**config.mk**
```make
export PLATFORM = sky130hd
export DESIGN_NAME = mem_arbiter
export DESIGN_NICKNAME = d
export VERILOG_FILES = /design/src/rtl/mem_arbiter_pkg.sv /design/src/rtl/mem_arb_grant.sv /design/src/rtl/mem_arbiter.sv
export SDC_FILE = /design/constraint.sdc
export NUM_CORES = 1
export LEC_CHECK = 0
export BUFFER_PORTS_ARGS = -buffer_cell sky130_fd_sc_hd__buf_4
export CORE_MARGIN = 3
export CORE_UTILIZATION = 29
export DETAILED_ROUTE_END_ITERATION = 7
export PLACE_DENSITY = 0.86
export SYNTH_ARGS = -nofsm -noshare
export SYNTH_HDL_FRONTEND = slang
export SYNTH_HIERARCHICAL = 1
export SYNTH_SLANG_ARGS = --single-unit
```
**constraint.sdc**
```tcl
create_clock -name clk -period 4.6 [get_ports clk]
set_input_delay 0.92 -clock clk [delete_from_list [all_inputs] [get_ports clk]]
set_output_delay 0.92 -clock clk [all_outputs]
set_load 0.05 [all_outputs]
```
**src/rtl/mem_arbiter_pkg.sv**
```systemverilog
// Shared types and widths for the unified-memory arbiter.
package mem_arbiter_pkg;

  localparam int MEM_ADDR_W = 16;
  localparam int MEM_DATA_W = 16;

  typedef enum logic [1:0] {
    OWN_NONE = 2'd0,
    OWN_IF   = 2'd1,
    OWN_D    = 2'd2
  } owner_t;

endpackage

```
**src/rtl/mem_arb_grant.sv**
```systemverilog
// Winner select for the IF/D arbiter: D priority with a starvation bound,
// or alternating round-robin when MEM_ARB_RR_EN is defined.
module mem_arb_grant
  import mem_arbiter_pkg::*;
#(
  parameter int MAX_STREAK = 3
) (
  input  logic   i_clk,
  input  logic   i_rst,
  input  logic   i_if_req,
  input  logic   i_d_req,
  output owner_t o_winner
);

  owner_t w_both_pick;

`ifdef MEM_ARB_RR_EN
  owner_t r_last;

  always_ff @(posedge i_clk) begin
    if (i_rst)                  r_last <= OWN_IF;
    else if (o_winner != OWN_NONE) r_last <= o_winner;
  end

  always_comb begin
    w_both_pick = (r_last == OWN_D) ? OWN_IF : OWN_D;
  end
`else
  localparam int SW = $clog2(MAX_STREAK + 1);
  localparam logic [SW-1:0] STREAK_MAX = SW'(MAX_STREAK);

  logic [SW-1:0] r_streak;

  // Counts D grants taken while IF was kept waiting; saturates at the bound.
  always_ff @(posedge i_clk) begin
    if (i_rst)
      r_streak <= '0;
    else if (!i_if_req || o_winner == OWN_IF)
      r_streak <= '0;
    else if (o_winner == OWN_D && r_streak != STREAK_MAX)
      r_streak <= r_streak + 1'b1;
  end

  always_comb begin
    w_both_pick = (r_streak == STREAK_MAX) ? OWN_IF : OWN_D;
  end
`endif

  always_comb begin
    o_winner = OWN_NONE;
    if (!i_rst) begin
      if (i_if_req && i_d_req) o_winner = w_both_pick;
      else if (i_if_req)       o_winner = OWN_IF;
      else if (i_d_req)        o_winner = OWN_D;
    end
  end

endmodule

```
**src/rtl/mem_arbiter.sv**
```systemverilog
// Shares one synchronous memory port between instruction fetch and data access.
// Build option: MEM_ARB_RR_EN selects round-robin instead of bounded D priority.
module mem_arbiter
  import mem_arbiter_pkg::*;
#(
  parameter int ADDR_W     = MEM_ADDR_W,
  parameter int DATA_W     = MEM_DATA_W,
  parameter int MAX_STREAK = 3
) (
  input  logic              clk,
  input  logic              rst,
  input  logic              if_req,
  input  logic [ADDR_W-1:0] if_addr,
  output logic              if_gnt,
  output logic              if_rvalid,
  output logic [DATA_W-1:0] if_rdata,
  input  logic              d_req,
  input  logic              d_we,
  input  logic [ADDR_W-1:0] d_addr,
  input  logic [DATA_W-1:0] d_wdata,
  output logic              d_gnt,
  output logic              d_rvalid,
  output logic [DATA_W-1:0] d_rdata,
  output logic [ADDR_W-1:0] mem_addr,
  output logic [DATA_W-1:0] mem_wdata,
  output logic              mem_we,
  input  logic [DATA_W-1:0] mem_rdata,
  output logic              stall
);

  owner_t w_winner;
  owner_t r_owner;
  logic   r_rd;

  mem_arb_grant #(
    .MAX_STREAK(MAX_STREAK)
  ) u_grant (
    .i_clk    (clk),
    .i_rst    (rst),
    .i_if_req (if_req),
    .i_d_req  (d_req),
    .o_winner (w_winner)
  );

  always_comb begin
    if_gnt    = (w_winner == OWN_IF);
    d_gnt     = (w_winner == OWN_D);
    stall     = if_req & ~if_gnt;
    mem_addr  = '0;
    mem_wdata = '0;
    mem_we    = 1'b0;
    case (w_winner)
      OWN_IF: mem_addr = if_addr;
      OWN_D: begin
        mem_addr  = d_addr;
        mem_wdata = d_wdata;
        mem_we    = d_we;
      end
      default: ;
    endcase
  end

  always_ff @(posedge clk) begin
    if (rst) begin
      r_owner <= OWN_NONE;
      r_rd    <= 1'b0;
    end else begin
      r_owner <= w_winner;
      r_rd    <= (w_winner == OWN_IF) || (w_winner == OWN_D && !d_we);
    end
  end

  // rst also masks rvalid combinationally so a read granted just before
  // reset never reports in the reset cycle itself.
  always_comb begin
    if_rvalid = !rst && (r_owner == OWN_IF);
    d_rvalid  = !rst && (r_owner == OWN_D) && r_rd;
    if_rdata  = if_rvalid ? mem_rdata : '0;
    d_rdata   = d_rvalid  ? mem_rdata : '0;
  end

endmodule

```
---- Yosys cells after proc, flatten, opt, wreduce, memory -nomap -nowiden ----
Cells that the tools add are included.
cells by class
  equal/unequal tests ..................... 6
  mux-type cells .......................... 10
  reduce and logical (&&, ||, !) cells .... 12
  add/subtract/negate cells ............... 1
  bitwise logic cells ..................... 2
operators by type and width
  operator                                                          count
  16-bit 2-to-1 mux                                                 3
  16-bit one-hot mux with 2 select lines                            1
  2-bit 2-to-1 mux                                                  5
  2-bit == test (second input constant)                             3
  1-bit logical AND                                                 6
  2-bit by 1-bit == test with 1-bit output (second input constant)  2
  1-bit zero test                                                   3
  2-bit by 1-bit adder with 2-bit output (second input constant)    1
  1-bit logical OR                                                  2
  2-bit inequality test (second input constant)                     1
  2-bit OR reduction                                                1
  1-bit bitwise AND                                                 1
  1-bit 2-to-1 mux                                                  1
  1-bit NOT                                                         1
word-level totals
  logic and storage cells ................. 34
  register bits ........................... 5

---- Depth between registers and ports, before layout ----
Gate-level depths: netlist (run 1).
  depth after elaboration ................. 7
  gate-level depth with buffers ........... 8
  gate-level depth less buffers ........... 6

---- Hierarchy ----
The synthesis (run 1) kept the hierarchy.
by module, submodules not included
  module         times used  area an instance (µm²)  seq. area each (µm²)  cells an instance
  mem_arbiter    1           681.9                   60.1                  105
  mem_arb_grant  1           108.9                   40.0                  10

---- Least setup slack after synthesis (run 1) ----
Ideal clock, no wire load.
  kind .................................... input-to-output
  start point ............................. input port d_req
  end point ............................... output port mem_addr[0]
  buffers on the path ..................... 1
  stages on the path ...................... 6
  slack ................................... 0.747 ns
  arrival time ............................ 2.933 ns
  required time ........................... 3.680 ns
  cell sequence ........................... inv_1 -> a211oi_1 -> ha_1 -> buf_2 -> a22oi_1 -> nor2_1
on the way
  longest elaborated chain between the ends .. 6
ends and longest elaborated chain
  what                                      line                 RTL
  start, declared                           mem_arbiter.sv:17    input logic d_req,
  2-bit 2-to-1 mux                          mem_arb_grant.sv:54  else if (i_d_req) o_winner = OWN_D;
  2-bit 2-to-1 mux                          mem_arb_grant.sv:53  else if (i_if_req) o_winner = OWN_IF;
  2-bit 2-to-1 mux *                        mem_arb_grant.sv:52  if (i_if_req && i_d_req) o_winner = w_both_pick;
  2-bit 2-to-1 mux *                        mem_arb_grant.sv:51  if (!i_rst) begin
  via w_winner[1]                           mem_arbiter.sv:31    owner_t w_winner;
  2-bit == test *                           --
  via d_gnt                                 mem_arbiter.sv:21    output logic d_gnt,
  16-bit one-hot mux with 2 select lines *  mem_arbiter.sv:52    case (w_winner)
  end, declared                             mem_arbiter.sv:24    output logic [ADDR_W-1:0] mem_addr,
The timed path passes the listed nets; every way through them passes the cells marked *.

---- Final worst setup path (run 1) ----
  start point ............................. input port rst
  end point ............................... output port mem_addr[6]
on the way
  longest elaborated chain between the ends .. 3
ends and longest elaborated chain
  what                                                                              line                 RTL
  start, declared                                                                   mem_arbiter.sv:11    input logic rst,
  2-bit 2-to-1 mux *                                                                mem_arb_grant.sv:51
  via w_winner[1]                                                                   mem_arbiter.sv:31
  2-bit == test / 2-bit by 1-bit == test with 1-bit output (equally long branches)  mem_arbiter.sv:52
  16-bit one-hot mux with 2 select lines *                                          mem_arbiter.sv:52
Marks and branches as above.

==> impl_results.html, run 1 <==
<table>
<tr><th>Metric</th><th>Value</th></tr>
<tr><th colspan="2">Run status</th></tr>
<tr><td>Outcome</td><td>finished, final reports clean</td></tr>
<tr><th colspan="2">Detailed routing</th></tr>
<tr><td>Per-cell routed wire length</td><td>about 13 um</td></tr>
<tr><td>Detailed-route DRC error count</td><td>0</td></tr>
<tr><td>Iteration count of the initial detailed-routing pass</td><td>4</td></tr>
<tr><td>DRT antenna net count</td><td>0</td></tr>
<tr><td>Number of design-rule violations left by the first detailed-router iteration</td><td>46</td></tr>
<tr><td>Total detailed-routing wirelength</td><td>approximately 3.7 mm</td></tr>
<tr><td>DR vias</td><td>between 1000 and 1500</td></tr>
<tr><td>Via density per instance</td><td>around 4.5</td></tr>
<tr><th colspan="2">Placement</th></tr>
<tr><td>Total instance count after detailed placement</td><td>around 280</td></tr>
<tr><td>Weighted congestion at the end of routability-driven global placement</td><td>0.812</td></tr>
<tr><td>Post-Place Cell Area</td><td>0.00183 mm2</td></tr>
<tr><td>Detailed Place HPWL</td><td>between 3 and 4 mm</td></tr>
<tr><td>Port Buf Inserts</td><td>about 140</td></tr>
<tr><th colspan="2">Logic synthesis</th></tr>
<tr><td>Most common flop cell mapped by yosys</td><td>sky130_fd_sc_hd__dfxtp_1</td></tr>
<tr><td>Share of flip-flops with an asynchronous set or reset</td><td>0</td></tr>
<tr><td>Leading post-synthesis cells by cell area</td><td>sky130_fd_sc_hd__and2_1, sky130_fd_sc_hd__a22oi_1, sky130_fd_sc_hd__dfxtp_1</td></tr>
<tr><td>Fraction of the mapped netlist area in compound gates</td><td>0.180</td></tr>
<tr><td>Post-synthesis register bit count</td><td>5</td></tr>
<tr><td>Main combinational cell family by area after synthesis</td><td>simple AND/OR/NAND/NOR gates</td></tr>
<tr><td>Register area share after synthesis</td><td>0.127</td></tr>
<tr><td>Post-synthesis average cell area</td><td>between 6 and 7 um2</td></tr>
<tr><td>Number of instances in the synthesized netlist</td><td>~120</td></tr>
<tr><td>Share of the synthesized area in the top cell type</td><td>0.388</td></tr>
<tr><td>Post-synthesis instance area</td><td>between 700 and 800 um2</td></tr>
<tr><td>Yosys synthesis warning count</td><td>6</td></tr>
<tr><td>Post-synthesis xor/xnor area fraction</td><td>0</td></tr>
<tr><td>Cell type contributing the most total cell area after synthesis</td><td>sky130_fd_sc_hd__and2_1</td></tr>
<tr><td>Cell with the most instances after synthesis</td><td>sky130_fd_sc_hd__and2_1</td></tr>
<tr><td>Adder and majority cell fraction of the synthesized area</td><td>0.0633</td></tr>
<tr><td>Most frequent cells after synthesis</td><td>sky130_fd_sc_hd__and2_1, sky130_fd_sc_hd__nor2_1, sky130_fd_sc_hd__a22oi_1</td></tr>
<tr><td>Net Count, Synth</td><td>~190</td></tr>
<tr><td>EDFF count, synth</td><td>0</td></tr>
<tr><td>Fraction of synthesized area in multiplexers</td><td>0</td></tr>
<tr><td>Post-synthesis share of cell area spent on and, or, nand and nor gates</td><td>0.560</td></tr>
<tr><td>Distinct cell type count of the synthesized netlist</td><td>16</td></tr>
<tr><th colspan="2">Finish</th></tr>
<tr><td>Final Cell Area</td><td>roughly 0.0019 mm2</td></tr>
<tr><td>Final cell count without fillers</td><td>279</td></tr>
<tr><td>Fraction of final layout cells sized beyond drive strength 1</td><td>0.582</td></tr>
<tr><td>Area growth from synthesis to layout</td><td>134%</td></tr>
<tr><td>Final core utilization</td><td>0.729</td></tr>
<tr><td>NumNets Final</td><td>about 320</td></tr>
<tr><td>Antenna diode instance count</td><td>0</td></tr>
<tr><th colspan="2">Global route</th></tr>
<tr><td>Number of global-route vias before repair</td><td>between 1000 and 1500</td></tr>
<tr><td>Number of antenna violations at the first check in global routing</td><td>0</td></tr>
<tr><td>Pin count of the biggest net entering global routing</td><td>20</td></tr>
<tr><td>First-pass GRT wire length</td><td>around 5.5 mm</td></tr>
<tr><td>Global routing usage summed across all routing layers</td><td>0.205</td></tr>
<tr><td>Aggregate global routing overflow</td><td>0</td></tr>
<tr><th colspan="2">Timing</th></tr>
<tr><td>Minimum clock period</td><td>3.52 ns</td></tr>
<tr><td>Relative slew slack</td><td>0.484</td></tr>
<tr><td>Total Negative Setup Slacks</td><td>0 ns</td></tr>
<tr><td>Fmax achieved</td><td>~280 MHz</td></tr>
<tr><td>Number of setup violations in the final report</td><td>0</td></tr>
<tr><td>Setup repair after global routing missed its margin</td><td>no</td></tr>
<tr><td>Maximum clock skew at final layout</td><td>about 0.0047 ns</td></tr>
<tr><td>Worst hold slack after final layout</td><td>0.450 ns</td></tr>
<tr><td>Slew of the pin with the lowest slew margin</td><td>around 0.77 ns</td></tr>
<tr><td>Endpoints failing hold</td><td>0</td></tr>
<tr><td>Final number of max-transition violations</td><td>0</td></tr>
<tr><td>Ratio of final minimum period to clock period</td><td>0.764</td></tr>
<tr><th colspan="2">Floorplanning</th></tr>
<tr><td># IOs</td><td>139</td></tr>
<tr><td>Die span in x</td><td>between 50 and 60 um</td></tr>
<tr><td>Die Height</td><td>58.2 um</td></tr>
<tr><td>Core Region</td><td>0.00254 mm2</td></tr>
<tr><td>Die Footprint</td><td>approximately 0.0034 mm2</td></tr>
<tr><td>Number of rows created at floorplan</td><td>18</td></tr>
<tr><td>Initial Utilization</td><td>0.311</td></tr>
<tr><th colspan="2">Setup path</th></tr>
<tr><td>Type of the worst setup path</td><td>primary input to output port</td></tr>
<tr><td>Reg-to-Reg End</td><td>r_rd</td></tr>
<tr><td>Data arrival time at the worst-slack endpoint</td><td>2.60 ns</td></tr>
<tr><td>Number of cell instances on the worst register-to-register path</td><td>5</td></tr>
<tr><td>Crit Reg-Reg Startpoint</td><td>u_grant/r_streak[0]</td></tr>
<tr><td>Register-to-register setup slack</td><td>~2.7 ns</td></tr>
<tr><td>Required time worst endpoint</td><td>3.68 ns</td></tr>
<tr><td>Critical path startpoint category</td><td>primary input</td></tr>
<tr><td>Critical Path Fanout Max</td><td>17</td></tr>
<tr><td>Start point of the critical path</td><td>rst</td></tr>
<tr><td>Crit end category</td><td>output port</td></tr>
<tr><th colspan="2">Worst hold path</th></tr>
<tr><td>Hold path endpoint</td><td>u_grant/r_streak[0]</td></tr>
<tr><td>Worst hold path class</td><td>flop to flop</td></tr>
<tr><td>Cell depth of the worst min-delay path</td><td>1</td></tr>
<tr><td>Worst Hold Launch</td><td>u_grant/r_streak[0]</td></tr>
<tr><th colspan="2">Run</th></tr>
<tr><td>Max_cap viols</td><td>0</td></tr>
<tr><th colspan="2">Clock network</th></tr>
<tr><td>CTS Hold Bufs</td><td>0</td></tr>
<tr><td>Post-CTS setup buffer count</td><td>0</td></tr>
<tr><td>Resized cells post-CTS</td><td>0</td></tr>
<tr><td>Root buf cell</td><td>sky130_fd_sc_hd__clkbuf_4</td></tr>
<tr><td>Reg clk slew, reported paths</td><td>0.04 ns</td></tr>
<tr><td>Clock tree from TritonCTS</td><td>done</td></tr>
<tr><td>Clock latency on the worst-skew pair</td><td>about 0.24 ns</td></tr>
<tr><td>Sinks on Clock Net</td><td>5</td></tr>
<tr><td>Total clock buffers created by CTS</td><td>3</td></tr>
<tr><td>Htree depth</td><td>1</td></tr>
<tr><td>Maximum clock path buffer count</td><td>2</td></tr>
<tr><th colspan="2">Pwr</th></tr>
<tr><td>Standby leakage power</td><td>~1.0 nW</td></tr>
<tr><td>Worst vdd ir</td><td>between 150 and 200 uV</td></tr>
<tr><td>Fraction of power spent switching nets</td><td>0.404</td></tr>
<tr><td>Clock network power share</td><td>0.203</td></tr>
<tr><td>Combinational Power Share</td><td>0.607</td></tr>
<tr><td>Proportion of power drawn by flip-flops and latches</td><td>0.190</td></tr>
<tr><td>Cell Pwr Density</td><td>roughly 130 mW/mm2</td></tr>
<tr><td>Switching power total</td><td>between 0.00009 and 0.0001 W</td></tr>
<tr><td>Internal power contribution</td><td>around 0.00014 W</td></tr>
</table>
worst max-delay path by stage:
stage                  end  slack, ns  cells after the start
2_1_floorplan  mem_addr[0]       0.75                      6
3_3_place_gp   mem_addr[3]       1.15                      6
3_5_place_dp   mem_addr[3]       1.08                      6
4_1_cts        mem_addr[3]       1.07                      6
5_1_grt        mem_addr[5]       0.86                      6
6_report       mem_addr[6]       1.08                      6
layout make-up:
| type | count | area, um2 |
|---|---|---|
| repair buffers | 138 | 1040 |
| fillers | 236 | 691 |
| inverters | 5 | 18.8 |
| well taps | 30 | 37.5 |
| multi-input cells | 97 | 636 |
| clock buffers | 4 | 26.3 |
| flip-flops and latches | 5 | 100 |
cells by family (layout without fill, tap and decap cells):
kind of cell             Yosys count  in the layout
buffers and inverters             13            147
AND/OR/NAND/NOR                   74             74
AO/OA/AOI/OAI                     19             19
adder cells (fa/ha/maj)            4              4
flip-flops                         5              5
layer usage:
metal / vias up / track usage / routed length, um
met2: 67 / 0.363 / 1940
met5: - / 0 / 0
li1: 644 / - / -
met4: 0 / 0.0497 / 39
met1: 541 / 0.251 / 1390
met3: 4 / 0.0445 / 321
sequential cells by signal (all words and copies together), names as in the netlist:
| name | count |
|---|---|
| u_grant/r_streak | 2 |
| r_owner | 2 |
| r_rd | 1 |
worst max-delay path, cell delays in order:
cell and delay (ns):
sky130_fd_sc_hd__buf_4 0.14, sky130_fd_sc_hd__a211oi_1 0.38, sky130_fd_sc_hd__ha_1 0.62, sky130_fd_sc_hd__a22oi_1 0.18, sky130_fd_sc_hd__nor2_1 0.13, sky130_fd_sc_hd__buf_4 0.21
stage by stage:
step	worst slack [ns]	total power (W)
4_1_cts	1.07	0.000244
6_report	1.08	0.000241
5_1_grt	0.861	0.000255
2_1_floorplan	0.747	0.000123
3_5_place_dp	1.08	0.000193
3_3_place_gp	1.15	0.000192
placed cells by master (no fill, tap or decap):
master / n
sky130_fd_sc_hd__a211oi_1: 1
sky130_fd_sc_hd__a21oi_1: 1
sky130_fd_sc_hd__a22oi_1: 16
sky130_fd_sc_hd__and2_1: 49
sky130_fd_sc_hd__and3_1: 1
sky130_fd_sc_hd__and4bb_2: 1
sky130_fd_sc_hd__buf_4: 138
sky130_fd_sc_hd__clkbuf_1: 1
sky130_fd_sc_hd__clkbuf_4: 3
sky130_fd_sc_hd__dfxtp_1: 5
sky130_fd_sc_hd__ha_1: 4
sky130_fd_sc_hd__inv_1: 5
sky130_fd_sc_hd__nand2b_1: 1
sky130_fd_sc_hd__nor2_1: 18
sky130_fd_sc_hd__nor2b_1: 1
sky130_fd_sc_hd__nor3b_2: 3
sky130_fd_sc_hd__o211a_1: 1
power groups by stage:
stage	sequential, W	combinational [W]	clock [W]
after floorplan	0.0000462	0.0000765	0
after detailed placement	0.0000464	0.000147	0
final	0.0000457	0.000146	0.0000488
after CTS	0.0000456	0.000147	0.0000516
after global routing	0.0000457	0.000156	0.0000538
after global placement	0.0000464	0.000145	0
Note: power is estimated with default switching activity, not from simulation.
==> inputs of run 2 (changes only) <==
--- a/config.mk
+++ b/config.mk
@@ -7,9 +7,9 @@
 export LEC_CHECK = 0
 export BUFFER_PORTS_ARGS = -buffer_cell sky130_fd_sc_hd__buf_4
 export CORE_MARGIN = 3
-export CORE_UTILIZATION = 29
+export CORE_UTILIZATION = 24
 export DETAILED_ROUTE_END_ITERATION = 7
-export PLACE_DENSITY = 0.86
+export PLACE_DENSITY = 0.76
 export SYNTH_ARGS = -nofsm -noshare
 export SYNTH_HDL_FRONTEND = slang
 export SYNTH_HIERARCHICAL = 1
==> constraint.sdc (replaced) <==
create_clock -name clk -period 3.1 [get_ports clk]
set_input_delay 0.62 -clock clk [delete_from_list [all_inputs] [get_ports clk]]
set_output_delay 0.62 -clock clk [all_outputs]
set_load 0.05 [all_outputs]
==> run 2 against run 1 <==
Against the previous run: worst hold slack worse by 0.0041 ns; largest power group unchanged; power is 52% higher; utilization is 11 points lower; routed wire length is 5.1% higher; combinational power is 53% higher; via count is 0.88% higher; largest cell class unchanged; register-to-register slack worse by 1.3 ns; sequential power is 48% higher; cell area is 3.2% higher; sequential cell count stayed put.
==> impl_results.html, run 2 (synthesis results as in run 1) <==
<table>
<tr><th>Metric</th><th>Value</th></tr>
<tr><th colspan="2">Detailed routing</th></tr>
<tr><td>DR vias</td><td>1267</td></tr>
<tr><td>DRT antenna net count</td><td>0</td></tr>
<tr><td>Via density per instance</td><td>about 4.3</td></tr>
<tr><td>Per-cell routed wire length</td><td>between 10 and 15 um</td></tr>
<tr><td>Detailed-route DRC error count</td><td>0</td></tr>
<tr><td>Number of design-rule violations left by the first detailed-router iteration</td><td>just under 100</td></tr>
<tr><td>Total detailed-routing wirelength</td><td>between 3 and 4 mm</td></tr>
<tr><td>Iteration count of the initial detailed-routing pass</td><td>4</td></tr>
<tr><th colspan="2">Pwr</th></tr>
<tr><td>Internal power contribution</td><td>between 0.0002 and 0.00025 W</td></tr>
<tr><td>Cell Pwr Density</td><td>192 mW/mm2</td></tr>
<tr><td>Proportion of power drawn by flip-flops and latches</td><td>0.184</td></tr>
<tr><td>Switching power total</td><td>0.000152 W</td></tr>
<tr><td>Combinational Power Share</td><td>0.609</td></tr>
<tr><td>Standby leakage power</td><td>around 1.0 nW</td></tr>
<tr><td>Clock network power share</td><td>0.207</td></tr>
<tr><td>Fraction of power spent switching nets</td><td>0.415</td></tr>
<tr><td>Worst vdd ir</td><td>approximately 330 uV</td></tr>
<tr><th colspan="2">Floorplanning</th></tr>
<tr><td>Die span in x</td><td>between 60 and 70 um</td></tr>
<tr><td>Die Height</td><td>63.4 um</td></tr>
<tr><td>Die Footprint</td><td>around 0.0040 mm2</td></tr>
<tr><td>Core Region</td><td>0.00310 mm2</td></tr>
<tr><td>Initial Utilization</td><td>0.255</td></tr>
<tr><td># IOs</td><td>between 100 and 150</td></tr>
<tr><td>Number of rows created at floorplan</td><td>20</td></tr>
<tr><th colspan="2">Global route</th></tr>
<tr><td>Aggregate global routing overflow</td><td>0</td></tr>
<tr><td>Global routing usage summed across all routing layers</td><td>0.176</td></tr>
<tr><td>Number of antenna violations at the first check in global routing</td><td>0</td></tr>
<tr><td>Number of global-route vias before repair</td><td>around 1200</td></tr>
<tr><td>First-pass GRT wire length</td><td>about 5.8 mm</td></tr>
<tr><td>Pin count of the biggest net entering global routing</td><td>20</td></tr>
<tr><th colspan="2">Setup path</th></tr>
<tr><td>Type of the worst setup path</td><td>primary input to output port</td></tr>
<tr><td>Start point of the critical path</td><td>d_req</td></tr>
<tr><td>Gate family responsible for the most delay along the worst path</td><td>adder cells</td></tr>
<tr><td>Data arrival time at the worst-slack endpoint</td><td>2.20 ns</td></tr>
<tr><td>Required time worst endpoint</td><td>around 2.5 ns</td></tr>
<tr><td>Critical Path Fanout Max</td><td>16</td></tr>
<tr><td>Number of cell instances on the worst register-to-register path</td><td>6</td></tr>
<tr><td>Cell-by-cell trace of the critical path</td><td>buf_4, inv_1, o211a_1, inv_1, ha_1, nor2_1, buf_4</td></tr>
<tr><td>Crit end category</td><td>output port</td></tr>
<tr><td>Critical path startpoint category</td><td>primary input</td></tr>
<tr><td>Register-to-register setup slack</td><td>1.42 ns</td></tr>
<tr><td>Critical Path Sink</td><td>mem_addr[11]</td></tr>
<tr><td>Critical path's largest stage delay</td><td>between 0.7 and 0.8 ns</td></tr>
<tr><td>Max stage delay cell, worst path</td><td>sky130_fd_sc_hd__ha_1</td></tr>
<tr><td>Count of buffering cells on the critical path with inverters included</td><td>4</td></tr>
<tr><td>Crit Reg-Reg Startpoint</td><td>u_grant/r_streak[0]</td></tr>
<tr><td>Reg-to-Reg End</td><td>r_rd</td></tr>
<tr><td>Logic depth of the worst path, buffers included</td><td>7</td></tr>
<tr><th colspan="2">Clock network</th></tr>
<tr><td>Root buf cell</td><td>sky130_fd_sc_hd__clkbuf_4</td></tr>
<tr><td>Sinks on Clock Net</td><td>5</td></tr>
<tr><td>Clock latency on the worst-skew pair</td><td>between 0.2 and 0.25 ns</td></tr>
<tr><td>Maximum clock path buffer count</td><td>2</td></tr>
<tr><td>Htree depth</td><td>1</td></tr>
<tr><td>Reg clk slew, reported paths</td><td>about 0.04 ns</td></tr>
<tr><td>Clock tree from TritonCTS</td><td>done</td></tr>
<tr><td>Total clock buffers created by CTS</td><td>3</td></tr>
<tr><th colspan="2">Timing</th></tr>
<tr><td>Ratio of final minimum period to clock period</td><td>0.911</td></tr>
<tr><td>Slew of the pin with the lowest slew margin</td><td>just under 0.7 ns</td></tr>
<tr><td>Minimum clock period</td><td>2.82 ns</td></tr>
<tr><td>Worst hold slack after final layout</td><td>0.446 ns</td></tr>
<tr><td>Maximum clock skew at final layout</td><td>around 0.0038 ns</td></tr>
<tr><td>Relative slew slack</td><td>0.544</td></tr>
<tr><td>Setup repair after global routing missed its margin</td><td>no</td></tr>
<tr><td>Endpoints failing hold</td><td>0</td></tr>
<tr><td>Fmax achieved</td><td>~350 MHz</td></tr>
<tr><td>Number of setup violations in the final report</td><td>0</td></tr>
<tr><td>Total Negative Setup Slacks</td><td>0 ns</td></tr>
<tr><td>Final number of max-transition violations</td><td>0</td></tr>
<tr><th colspan="2">Finish</th></tr>
<tr><td>Fraction of final layout cells sized beyond drive strength 1</td><td>0.629</td></tr>
<tr><td>Area growth from synthesis to layout</td><td>142%</td></tr>
<tr><td>Most common library cell in the layout ignoring fill and taps</td><td>sky130_fd_sc_hd__buf_4</td></tr>
<tr><td>Sequential standard cell area</td><td>~100 um2</td></tr>
<tr><td>Antenna diode instance count</td><td>0</td></tr>
<tr><td>Final cell count without fillers</td><td>295</td></tr>
<tr><td>Filler Cells Inserted</td><td>316</td></tr>
<tr><td>Area occupied by multi-input gates</td><td>between 600 and 700 um2</td></tr>
<tr><td>Registers with the most flip-flops</td><td>r_owner x2, u_grant/r_streak x2, r_rd x1</td></tr>
<tr><td>Most frequent cells in the layout</td><td>sky130_fd_sc_hd__buf_4, sky130_fd_sc_hd__and2_1, sky130_fd_sc_hd__a22oi_1</td></tr>
<tr><td>NumNets Final</td><td>about 330</td></tr>
<tr><th colspan="2">Placement</th></tr>
<tr><td>Weighted congestion at the end of routability-driven global placement</td><td>0.806</td></tr>
<tr><td>Total instance count after detailed placement</td><td>291</td></tr>
<tr><td>Port Buf Inserts</td><td>roughly 140</td></tr>
<tr><td>Detailed Place HPWL</td><td>3.19 mm</td></tr>
<tr><th colspan="2">Worst hold path</th></tr>
<tr><td>Worst hold path class</td><td>flop to flop</td></tr>
<tr><th colspan="2">Run status</th></tr>
<tr><td>Outcome</td><td>finished, final reports clean</td></tr>
<tr><th colspan="2">Run</th></tr>
<tr><td>Max_cap viols</td><td>0</td></tr>
</table>
run 2: how the worst min path moves through the flow:
stage | depth (start not counted) | start | slack [ns] | end
detailed placement | 1 | u_grant/r_streak[0] | 0.44 | u_grant/r_streak[0]
global placement | 1 | u_grant/r_streak[0] | 0.44 | u_grant/r_streak[0]
finish | 1 | u_grant/r_streak[0] | 0.45 | u_grant/r_streak[0]
floorplan | 1 | u_grant/r_streak[0] | 0.42 | u_grant/r_streak[0]
CTS | 1 | u_grant/r_streak[0] | 0.45 | u_grant/r_streak[0]
global route | 1 | u_grant/r_streak[0] | 0.47 | u_grant/r_streak[0]
run 2: timing repair:
action / 4_1_cts / 5_1_grt
hold buffers: 0 / 0
setup endpoints to repair: 0 / 3
endpoints found under the hold margin: 0 / 0
buffers inserted: 0 / 0
resized for setup: 0 / 1
run 2: final cells by class:
type                       instances  area share
clock buffer                       4      0.0137
timing repair buffer             140       0.549
inverter                           5     0.00980
sequential                         5      0.0523
multi-input combinational         97       0.346
tap                               44      0.0288
run 2: power groups by stage:
stage	Clock (W)	Sequential, W	Combinational, W
5_1_grt	0.0000812	0.0000677	0.000238
6_report	0.0000758	0.0000676	0.000223
3_5_place_dp	0	0.0000688	0.000224
3_3_place_gp	0	0.0000687	0.000222
4_1_cts	0.0000779	0.0000676	0.000224
2_1_floorplan	0	0.0000685	0.000118
run 2: layer usage:
| metal | GRT usage | vias up | part of all wire |
|---|---|---|---|
| met5 | 0 | - | 0 |
| met4 | 0.0458 | 0 | 0.024 |
| met3 | 0.0535 | 8 | 0.089 |
| met2 | 0.317 | 69 | 0.51 |
| met1 | 0.200 | 539 | 0.38 |
| li1 | - | 651 | - |
run 2: per-stage QoR:
step	total power (W)	worst slack [ns]	area (um2)	utilization
floorplan	0.000186	0.0311	816	-
global placement	0.000290	0.273	1890	0.608
detailed placement	0.000292	0.203	1890	0.608
CTS	0.000370	0.130	1910	0.616
global route	0.000387	0.0892	1910	0.617
finish	0.000367	0.277	1910	0.617
==> inputs of run 3 (changes only) <==
--- a/config.mk
+++ b/config.mk
@@ -5,9 +5,10 @@
 export SDC_FILE = /design/constraint.sdc
 export NUM_CORES = 1
 export LEC_CHECK = 0
+export ABC_AREA = 1
 export BUFFER_PORTS_ARGS = -buffer_cell sky130_fd_sc_hd__buf_4
 export CORE_MARGIN = 3
-export CORE_UTILIZATION = 24
+export CORE_UTILIZATION = 26
 export DETAILED_ROUTE_END_ITERATION = 7
 export PLACE_DENSITY = 0.76
 export SYNTH_ARGS = -nofsm -noshare
==> run 3 against run 2 <==
Against the previous run: clock skew about the same; final cell count grew 22%; utilization increased by 2.4 points; sequential cell count did not move; count of clock-buffer cells in the layout stayed put; non-clock buffer count up 2; die area rose by 4.9%; routed wire length rose by 10%; sequential share of layout area decreased by 0.31 points.
==> impl_results.html, run 3 <==
<table>
<tr><th>Metric</th><th>Value</th></tr>
<tr><th colspan="2">Pwr</th></tr>
<tr><td>Switching power total</td><td>~0.00017 W</td></tr>
<tr><td>Cell Pwr Density</td><td>around 190 mW/mm2</td></tr>
<tr><td>Sum of internal, switching and leakage power</td><td>~0.00038 W</td></tr>
<tr><td>Combinational Power Share</td><td>0.624</td></tr>
<tr><td>Worst vdd ir</td><td>213 uV</td></tr>
<tr><td>Fraction of power spent switching nets</td><td>0.437</td></tr>
<tr><td>Standby leakage power</td><td>~1.3 nW</td></tr>
<tr><td>Internal power contribution</td><td>about 0.00021 W</td></tr>
<tr><td>Proportion of power drawn by flip-flops and latches</td><td>0.178</td></tr>
<tr><td>Clock network power share</td><td>0.198</td></tr>
<tr><th colspan="2">Clock network</th></tr>
<tr><td>Htree depth</td><td>1</td></tr>
<tr><td>Resized cells post-CTS</td><td>0</td></tr>
<tr><td>Root buf cell</td><td>sky130_fd_sc_hd__clkbuf_4</td></tr>
<tr><td>Maximum clock path buffer count</td><td>2</td></tr>
<tr><td>Sinks on Clock Net</td><td>5</td></tr>
<tr><td>Post-CTS setup buffer count</td><td>0</td></tr>
<tr><td>CTS Hold Bufs</td><td>0</td></tr>
<tr><td>Clock latency on the worst-skew pair</td><td>0.24 ns</td></tr>
<tr><td>Clock tree from TritonCTS</td><td>done</td></tr>
<tr><td>Reg clk slew, reported paths</td><td>0.05 ns</td></tr>
<tr><td>Total clock buffers created by CTS</td><td>3</td></tr>
<tr><th colspan="2">Timing</th></tr>
<tr><td>Fmax achieved</td><td>356 MHz</td></tr>
<tr><td>Number of setup violations in the final report</td><td>0</td></tr>
<tr><td>Maximum clock skew at final layout</td><td>roughly 0.0041 ns</td></tr>
<tr><td>Endpoints failing hold</td><td>0</td></tr>
<tr><td>Relative slew slack</td><td>0.561</td></tr>
<tr><td>Total Negative Setup Slacks</td><td>0 ns</td></tr>
<tr><td>Setup repair after global routing missed its margin</td><td>no</td></tr>
<tr><td>Worst setup slack after layout</td><td>about 0.3 ns</td></tr>
<tr><td>Final number of max-transition violations</td><td>0</td></tr>
<tr><td>Ratio of final minimum period to clock period</td><td>0.906</td></tr>
<tr><td>Minimum clock period</td><td>between 2 and 3 ns</td></tr>
<tr><td>Slew of the pin with the lowest slew margin</td><td>~0.66 ns</td></tr>
<tr><th colspan="2">Global route</th></tr>
<tr><td>First-pass GRT wire length</td><td>approximately 6.3 mm</td></tr>
<tr><td>Number of antenna violations at the first check in global routing</td><td>0</td></tr>
<tr><td>Met3 usage in global routing</td><td>0.0520</td></tr>
<tr><td>Met1 routing resource usage after global routing</td><td>0.204</td></tr>
<tr><td>Global routing usage summed across all routing layers</td><td>0.191</td></tr>
<tr><td>Layer with the highest usage after global routing</td><td>met2</td></tr>
<tr><td>Aggregate global routing overflow</td><td>0</td></tr>
<tr><td>Met2 usage in global routing</td><td>0.359</td></tr>
<tr><td>Number of global-route vias before repair</td><td>1270</td></tr>
<tr><td>Pin count of the biggest net entering global routing</td><td>20</td></tr>
<tr><th colspan="2">Logic synthesis</th></tr>
<tr><td>Most common flop cell mapped by yosys</td><td>sky130_fd_sc_hd__dfxtp_1</td></tr>
<tr><td>Leading post-synthesis cells by cell area</td><td>sky130_fd_sc_hd__nand2_1, sky130_fd_sc_hd__inv_1, sky130_fd_sc_hd__nor2_1</td></tr>
<tr><td>Share of the synthesized area in the top cell type</td><td>0.220</td></tr>
<tr><td>Share of flip-flops with an asynchronous set or reset</td><td>0</td></tr>
<tr><td>Number of instances in the synthesized netlist</td><td>between 150 and 200</td></tr>
<tr><td>Net Count, Synth</td><td>about 250</td></tr>
<tr><td>Post-synthesis average cell area</td><td>around 5.0 um2</td></tr>
<tr><td>Register area share after synthesis</td><td>0.111</td></tr>
<tr><td>Cell type contributing the most total cell area after synthesis</td><td>sky130_fd_sc_hd__nand2_1</td></tr>
<tr><td>Distinct cell type count of the synthesized netlist</td><td>15</td></tr>
<tr><td>Most frequent cells after synthesis</td><td>sky130_fd_sc_hd__nand2_1, sky130_fd_sc_hd__inv_1, sky130_fd_sc_hd__nor2_1</td></tr>
<tr><td>Yosys synthesis warning count</td><td>6</td></tr>
<tr><td>Post-synthesis register bit count</td><td>5</td></tr>
<tr><td>Post-synthesis instance area</td><td>approximately 900 um2</td></tr>
<tr><td>EDFF count, synth</td><td>0</td></tr>
<tr><td>Cell with the most instances after synthesis</td><td>sky130_fd_sc_hd__nand2_1</td></tr>
<tr><th colspan="2">Setup path</th></tr>
<tr><td>Data arrival time at the worst-slack endpoint</td><td>2.19 ns</td></tr>
<tr><td>Type of the worst setup path</td><td>flop to output port</td></tr>
<tr><td>Crit end category</td><td>output port</td></tr>
<tr><td>Required time worst endpoint</td><td>2.48 ns</td></tr>
<tr><td>Critical Path Fanout Max</td><td>19</td></tr>
<tr><td>Critical path startpoint category</td><td>flop</td></tr>
<tr><th colspan="2">Placement</th></tr>
<tr><td>Weighted congestion at the end of routability-driven global placement</td><td>0.924</td></tr>
<tr><td>Port Buf Inserts</td><td>138</td></tr>
<tr><td>Total instance count after detailed placement</td><td>355</td></tr>
<tr><td>Detailed Place HPWL</td><td>between 3 and 4 mm</td></tr>
<tr><td>Post-placement worst setup slack</td><td>between 0.3 and 0.4 ns</td></tr>
<tr><th colspan="2">Run status</th></tr>
<tr><td>Outcome</td><td>finished, final reports clean</td></tr>
<tr><th colspan="2">Floorplanning</th></tr>
<tr><td>Die Footprint</td><td>0.00422 mm2</td></tr>
<tr><td>Die span in x</td><td>between 60 and 70 um</td></tr>
<tr><td>Core Region</td><td>approximately 0.0032 mm2</td></tr>
<tr><td>Number of rows created at floorplan</td><td>20</td></tr>
<tr><td>Die Height</td><td>64.9 um</td></tr>
<tr><td># IOs</td><td>around 140</td></tr>
<tr><td>Initial Utilization</td><td>0.284</td></tr>
<tr><th colspan="2">Detailed routing</th></tr>
<tr><td>Via density per instance</td><td>4.03</td></tr>
<tr><td>DR vias</td><td>about 1400</td></tr>
<tr><td>DRT antenna net count</td><td>0</td></tr>
<tr><td>Number of design-rule violations left by the first detailed-router iteration</td><td>30</td></tr>
<tr><td>Per-cell routed wire length</td><td>about 12 um</td></tr>
<tr><td>Detailed-route DRC error count</td><td>0</td></tr>
<tr><td>Total detailed-routing wirelength</td><td>4.28 mm</td></tr>
<tr><td>Iteration count of the initial detailed-routing pass</td><td>4</td></tr>
<tr><th colspan="2">Finish</th></tr>
<tr><td>Filler Cells Inserted</td><td>between 300 and 400</td></tr>
<tr><td>Area growth from synthesis to layout</td><td>125%</td></tr>
<tr><td>Final core utilization</td><td>0.641</td></tr>
<tr><td>Final cell count without fillers</td><td>~360</td></tr>
<tr><td>NumNets Final</td><td>389</td></tr>
<tr><td>Antenna diode instance count</td><td>0</td></tr>
<tr><td>Most common library cell in the layout ignoring fill and taps</td><td>sky130_fd_sc_hd__buf_4</td></tr>
<tr><td>Most frequent cells in the layout</td><td>sky130_fd_sc_hd__buf_4, sky130_fd_sc_hd__nand2_1, sky130_fd_sc_hd__inv_1</td></tr>
<tr><td>Registers with the most flip-flops</td><td>r_owner x2, u_grant/r_streak x2, r_rd x1</td></tr>
<tr><td>Fraction of final layout cells sized beyond drive strength 1</td><td>0.562</td></tr>
<tr><th colspan="2">Worst hold path</th></tr>
<tr><td>Worst hold path class</td><td>flop to flop</td></tr>
<tr><th colspan="2">Run</th></tr>
<tr><td>Max_cap viols</td><td>0</td></tr>
</table>
==> run 3: cell types whose count changed after synthesis, moves of 11 or more <==
cell,delta
sky130_fd_sc_hd__nand2_1,+53
sky130_fd_sc_hd__and2_1,-49
sky130_fd_sc_hd__inv_1,+39
sky130_fd_sc_hd__a21oi_1,+16
sky130_fd_sc_hd__a22oi_1,-16
sky130_fd_sc_hd__nor2_2,+12
sky130_fd_sc_hd__nor2_1,+11
==> run 3: power by group through the flow <==
stage | Combinational [W] | Sequential [W] | Clock [W]
after floorplan | 0.000132 | 0.0000688 | 0
after global placement | 0.000236 | 0.0000689 | 0
after detailed placement | 0.000239 | 0.0000690 | 0
after CTS | 0.000240 | 0.0000678 | 0.0000813
after global routing | 0.000254 | 0.0000678 | 0.0000894
final | 0.000238 | 0.0000678 | 0.0000754
==> run 3: cells by family after synthesis <==
group | after synthesis | synth area share
and+or+nand+nor | 97 | 0.467
adders and majority gates | 4 | 0.0554
DFF | 5 | 0.111
buffers and inverters | 56 | 0.273
AOI/OAI and AO/OA | 17 | 0.0942
==> run 3: metal layers <==
| layer | routed length (um) | up-vias |
|---|---|---|
| li1 | - | 775 |
| met3 | 404 | 8 |
| met1 | 1570 | 594 |
| met2 | 2230 | 71 |
| met5 | 0 | - |
| met4 | 79 | 0 |
==> run 3: cell type report <==
cell class                      instances  area, um2  share of cell area
Timing Repair Buffer                  142       1070               0.523
Multi-Input combinational cell        118        617               0.303
Inverter                               46        173              0.0848
Sequential cell                         5        100              0.0491
Tap cell                               44       55.1              0.0270
Clock buffer                            4       26.3              0.0129
==> run 3: per-stage QoR <==
step | hold WS [ns] | instance area [um2]
2_1_floorplan | 0.397 | 963
3_3_place_gp | 0.410 | 2010
3_5_place_dp | 0.413 | 2010
4_1_cts | 0.425 | 2040
5_1_grt | 0.440 | 2040
6_report | 0.423 | 2040
==> run 3: final timing paths <==
path | from | end | slack [ns] | cells after the start
worst max-delay path | u_grant/r_streak[0] | mem_addr[3] | 0.29 | 8
worst min-delay path | u_grant/r_streak[0] | u_grant/r_streak[0] | 0.42 | 1
worst max register to register | u_grant/r_streak[0] | r_rd | 1.30 | 7
worst min register to register | u_grant/r_streak[0] | u_grant/r_streak[0] | 0.42 | 1
==> run 3: worst max-delay path, cell delays in order, from the launching register on <==
cell	delay, ns
sky130_fd_sc_hd__dfxtp_1	0.31
sky130_fd_sc_hd__ha_1	0.22
sky130_fd_sc_hd__nand2_1	0.07
sky130_fd_sc_hd__nor3b_1	0.35
sky130_fd_sc_hd__inv_1	0.11
sky130_fd_sc_hd__ha_1	0.43
sky130_fd_sc_hd__nand2_1	0.19
sky130_fd_sc_hd__a21oi_2	0.07
sky130_fd_sc_hd__buf_4	0.19
